File: src/rtl/fifo_sync_param.sv
// fifo_sync_param
//   Parametrised single-clock FIFO with programmable almost-full/almost-empty
//   thresholds, an occupancy counter, sticky overflow/underflow flags, a
//   synchronous flush and an optional first-word-fall-through read mode.
//
// Parameters
//   DATA_WIDTH  data word width in bits
//   DEPTH       number of entries (power of 2, >= 4)
//   AF_LEVEL    f_almost_full when f_count >= AF_LEVEL
//   AE_LEVEL    f_almost_empty when f_count <= AE_LEVEL
//   FWFT        0: registered read, data one cycle after enable_rd
//               1: head word presented on data_out while not empty
//
// Ports
//   clk             rising-edge clock
//   reset           asynchronous active-high reset
//   data_in         write data
//   enable_wr       write request
//   enable_rd       read request (FWFT=1: pop of the presented head word)
//   flush           synchronous clear of contents and sticky flags
//   data_out        read data
//   f_count         occupancy, 0..DEPTH
//   f_empty         f_count == 0
//   f_full          f_count == DEPTH
//   f_almost_full   f_count >= AF_LEVEL
//   f_almost_empty  f_count <= AE_LEVEL
//   f_overflow      sticky: a write was rejected
//   f_underflow     sticky: a read was rejected
module fifo_sync_param #(
    parameter int unsigned DATA_WIDTH = 8,
    parameter int unsigned DEPTH      = 16,
    parameter int unsigned AF_LEVEL   = 12,
    parameter int unsigned AE_LEVEL   = 4,
    parameter bit          FWFT       = 1'b0
) (
    input  logic                     clk,
    input  logic                     reset,
    input  logic [DATA_WIDTH-1:0]    data_in,
    input  logic                     enable_wr,
    input  logic                     enable_rd,
    input  logic                     flush,
    output logic [DATA_WIDTH-1:0]    data_out,
    output logic [$clog2(DEPTH):0]   f_count,
    output logic                     f_empty,
    output logic                     f_full,
    output logic                     f_almost_full,
    output logic                     f_almost_empty,
    output logic                     f_overflow,
    output logic                     f_underflow
);

    localparam int unsigned PW = $clog2(DEPTH);
    localparam int unsigned CW = PW + 1;

    localparam logic [CW-1:0] CNT_FULL = CW'(DEPTH);
    localparam logic [CW-1:0] CNT_AF   = CW'(AF_LEVEL);
    localparam logic [CW-1:0] CNT_AE   = CW'(AE_LEVEL);

    logic [DATA_WIDTH-1:0] mem [DEPTH];

    logic [PW-1:0] wr_ptr;
    logic [PW-1:0] rd_ptr;
    logic [CW-1:0] count;

    logic rd_ok;
    logic wr_ok;
    logic wr_reject;
    logic rd_reject;

    // Level flags are pure decodes of the registered count.
    assign f_count        = count;
    assign f_empty        = (count == '0);
    assign f_full         = (count == CNT_FULL);
    assign f_almost_full  = (count >= CNT_AF);
    assign f_almost_empty = (count <= CNT_AE);

    // A read frees a slot in the same cycle, so a full FIFO still accepts a
    // write when a read is accepted alongside it. There is no empty bypass:
    // a read on an empty FIFO is rejected even if a write arrives with it.
    assign rd_ok     = enable_rd & ~f_empty;
    assign wr_ok     = enable_wr & (~f_full | rd_ok);
    assign wr_reject = enable_wr & ~wr_ok;
    assign rd_reject = enable_rd & ~rd_ok;

    // Storage: no reset, contents survive reset and flush.
    always_ff @(posedge clk) begin
        if (wr_ok && !flush) begin
            mem[wr_ptr] <= data_in;
        end
    end

    // Pointers, occupancy and sticky flags. Flush outranks both requests.
    always_ff @(posedge clk or posedge reset) begin
        if (reset) begin
            wr_ptr      <= '0;
            rd_ptr      <= '0;
            count       <= '0;
            f_overflow  <= 1'b0;
            f_underflow <= 1'b0;
        end else if (flush) begin
            wr_ptr      <= '0;
            rd_ptr      <= '0;
            count       <= '0;
            f_overflow  <= 1'b0;
            f_underflow <= 1'b0;
        end else begin
            if (wr_ok) begin
                wr_ptr <= wr_ptr + PW'(1);
            end
            if (rd_ok) begin
                rd_ptr <= rd_ptr + PW'(1);
            end
            if (wr_ok && !rd_ok) begin
                count <= count + CW'(1);
            end else if (rd_ok && !wr_ok) begin
                count <= count - CW'(1);
            end
            if (wr_reject) begin
                f_overflow <= 1'b1;
            end
            if (rd_reject) begin
                f_underflow <= 1'b1;
            end
        end
    end

    generate
        if (FWFT) begin : g_fwft
            // Head word is shown directly from storage; zero while empty so
            // the output matches its reset value.
            assign data_out = f_empty ? '0 : mem[rd_ptr];
        end else begin : g_registered
            logic [DATA_WIDTH-1:0] dout_q;

            always_ff @(posedge clk or posedge reset) begin
                if (reset) begin
                    dout_q <= '0;
                end else if (rd_ok && !flush) begin
                    dout_q <= mem[rd_ptr];
                end
            end

            assign data_out = dout_q;
        end
    endgenerate

endmodule

File: config.mk
export PLATFORM = sky130hd
export DESIGN_NAME = fifo_sync_param
export DESIGN_NICKNAME = d
export VERILOG_FILES = /design/src/rtl/fifo_sync_param.sv
export SDC_FILE = /design/constraint.sdc
export NUM_CORES = 1
export LEC_CHECK = 0
export CORE_MARGIN = 3
export CORE_UTILIZATION = 25
export CTS_CLUSTER_DIAMETER = 150
export DETAILED_ROUTE_END_ITERATION = 7
export MAX_ROUTING_LAYER = met4
export PLACE_DENSITY_LB_ADDON = 0.1
export SLEW_MARGIN = 40
export SYNTH_ARGS = -nofsm -noshare
export SYNTH_HDL_FRONTEND = slang
export SYNTH_SLANG_ARGS = --single-unit
File: constraint.sdc
create_clock -name clk -period 9 [get_ports clk]
set_clock_uncertainty 0.2 [all_clocks]
set_input_delay 1.8 -clock clk [delete_from_list [all_inputs] [get_ports clk]]
set_output_delay 1.8 -clock clk [all_outputs]
set_load 0.01 [all_outputs]
==> results.yml <==
worst_setup_path:
  criticalPathCategory: "in -> reg"
  cp_max_fo: 11
  arrival_ns: 4.57
  crit_required_ns: 9.07
  critPathCaptureType: "flop"
  start_kind: "primary input"
global_route:
  grt-busiest-layer: "met2"
  antenna_found_initial: 0
  overflow: 0
  grt_pass1_vias: 3524
  grt_max_degree: 35
  use_met2_pct: 19.7
  grt_pass1_wl_um: 22400
  track_usage_pct: 12.0
  use_met1_pct: 15.1
  gr-usage-met3_pct: 3.18
synth:
  yosys.area_share.xor_xnor_pct: 0.844
  synthArstFlopShare_pct: 15.2
  avgSynthCellArea_sq_um: 18.1
  synth_ff_type: "edfxtp_1"
  yosys.area_share.simple_pct: 4.60
  netlist_area_sq_um: 6230
  synth_top_family_by_area: "multiplexers"
  synth_enable_flop_cells: 128
  synth_top_cell_by_area: "edfxtp_1"
  yosysUniqueCellTypes: 39
  yosysTopAreaCellShare_pct: 61.7
  synth_compound_area_share_pct: 4.22
  yosys_warnings: 0
  synthCells: 344
  synth_area_leaders: "edfxtp_1 62%, mux4_2 12%, dfrtp_1 9.2%, mux2i_1 3.1%, ha_1 1.8%"
  yosys.area_share.adder_pct: 2.13
  synth.most_common_cell: "edfxtp_1"
  synth-seq-cells: 151
  synth-seq-area-share_pct: 71.0
  synthTopCellsByCount: "128 x edfxtp_1, 32 x mux4_2, 30 x nor2_1"
  muxShareOfSynthArea_pct: 15.3
  synth_nets: 367
floorplan:
  die_h_um: 164
  top_level_ports: 32
  initial_utilization_pct: 25.5
  num_rows: 57
  die_x_um: 164
  coreArea_sq_um: 24400
  die_area_sq_um: 26800
place:
  place_congestion: 0.720
  dpl.hpwl_um: 8930
  placed_area_sq_um: 6910
  port_buffers: 31
layout:
  areaGrowthSynthToFinish_pct: 20.5
  drive_gt1_share_pct: 23.4
  fillers: 2442
  fin_area_sq_um: 7500
  fin_nets: 404
  diodes: 0
clock_network:
  numCtsBuffers: 17
  holdBufCountCts: 0
  cts_sinks: 151
  cts_resized: 0
  clk_pin_slew_worst_paths_ns: 0.07
  clk_latency_ns: 0.42
  htreeDepth: 4
  tritoncts: "built"
  root_buffer: "clkbuf_16"
  clock_path_buffers: 2
  postCtsSetupBuffers: 0
power_and_ir_drop:
  seqPwrFrac_pct: 45.1
  swShare_pct: 28.1
  netSwitchingPower_w: 0.000528
  clkPwrFrac_pct: 36.8
  intPower_w: 0.00135
  power_density_nw_per_um2: 250
  p_leak_nw: 2.41
  comb_power_share_pct: 18.2
  ir_drop_mv: 0.109
hold_path:
  worstHoldPathType: "reg -> reg"
drt:
  routed_wl_um: 14500
  drt-initial-drc-count: 208
  drt-pass1-iter-count: 4
  vias: 3160
  vias_per_cell: 4.40
  drc: 0
  wire_per_inst_um: 20.2
  ant_nets: 0
timing:
  drv_slew: 0
  relSlewSlack_pct: 51.6
  tns_ns: 0
  finalHoldViolCount: 0
  tightest_slew_ns: 0.723
  clock.fmax_mhz: 222
  period_minus_slack_ns: 4.49
  rsz0062_at_grt: "no"
  setup_viol: 0
  timing.final.crit_share_pct: 49.9
run:
  drv_cap: 0
status:
  run_status: "complete, no violations"
[through the flow]
| step | hold slack (ns) | power [W] | util, % | setup slack [ns] | instances |
|---|---|---|---|---|---|
| 5_1_grt | 0.343 | 0.00198 | 30.8 | 4.25 | 718 |
| 2_1_floorplan | 0.322 | 0.00105 | - | 4.89 | 344 |
| 3_5_place_dp | 0.295 | 0.00121 | 28.3 | 4.05 | 684 |
| 3_3_place_gp | 0.295 | 0.00120 | 28.2 | 4.20 | 684 |
| 6_report | 0.300 | 0.00188 | 30.8 | 4.51 | 718 |
| 4_1_cts | 0.313 | 0.00190 | 30.7 | 4.50 | 716 |
[flip-flops by register name, summed over array words and instances, names as in the netlist]
register	cells
data_out	8
wr_ptr	4
f_underflow	1
mem	128
rd_ptr	4
f_count	5
f_overflow	1
[power groups by stage]
stage          clock network, W  logic (W)  registers (W)
5_1_grt                0.000742   0.000383       0.000854
3_5_place_dp                  0   0.000345       0.000861
3_3_place_gp                  0   0.000339       0.000860
2_1_floorplan                 0   0.000200       0.000853
4_1_cts                0.000709   0.000347       0.000847
6_report               0.000690   0.000341       0.000846
[layer usage]
layer  part of all wire, %  up-vias
met5                     0        -
met1                    44     1657
met2                    51       62
li1                      -     1434
met3                   3.8        7
met4                  0.70        0
[area by class of cell]
type | count | area [sq um] | area share [%]
Clock inverter | 15 | 143 | 1.90
Sequential cell | 151 | 4420 | 58.9
Inverter | 6 | 22.5 | 0.300
Tap cell | 324 | 405 | 5.40
Clock buffer | 17 | 425 | 5.67
Timing Repair Buffer | 36 | 358 | 4.77
Multi-Input combinational cell | 169 | 1730 | 23.1
[cells by family after synthesis]
logic type / count (synthesis)
fa+ha+maj: 10
mux: 55
xor+xnor: 6
buf+inv: 24
simple gates: 65
flops: 151
compound gates: 33
[placed cells by master (no fill, tap or decap), types with 5 or more instances in the layout]
master,instances
edfxtp_1,128
ha_1,9
nor2_1,14
nor2_2,16
clkdlybuf4s50_1,31
nand2_1,18
o221ai_1,8
mux4_2,32
dfrtp_1,22
clkbuf_16,17
inv_1,5
mux2i_1,19
nand3_1,5
a21oi_1,5
[critical path, cell delays in order]
cell and delay, ns:
clkdlybuf4s50_1 0.72, o31a_1 0.40, nand2_1 0.22, fa_1 0.48, a21o_1 0.22, a2111oi_0 0.47
a211o_1 0.17, a31oi_1 0.08
[worst paths after layout]
| kind | start | slack [ns] | depth (start not counted) | to |
|---|---|---|---|---|
| min | f_underflow$_DFFE_PP0P_ | 0.30 | 2 | f_underflow$_DFFE_PP0P_ |
| max in group asynchronous | reset | 6.62 | 2 | rd_ptr[2]$_DFFE_PP0P_ |
| max reg2reg | f_count[2]$_DFFE_PP0P_ | 5.26 | 8 | f_count[4]$_DFFE_PP0P_ |
| min reg2reg | f_underflow$_DFFE_PP0P_ | 0.30 | 2 | f_underflow$_DFFE_PP0P_ |
| max | enable_rd | 4.51 | 8 | f_count[4]$_DFFE_PP0P_ |
| min in group asynchronous | reset | 1.56 | 2 | f_underflow$_DFFE_PP0P_ |
Power figures use the tool's default switching activity.
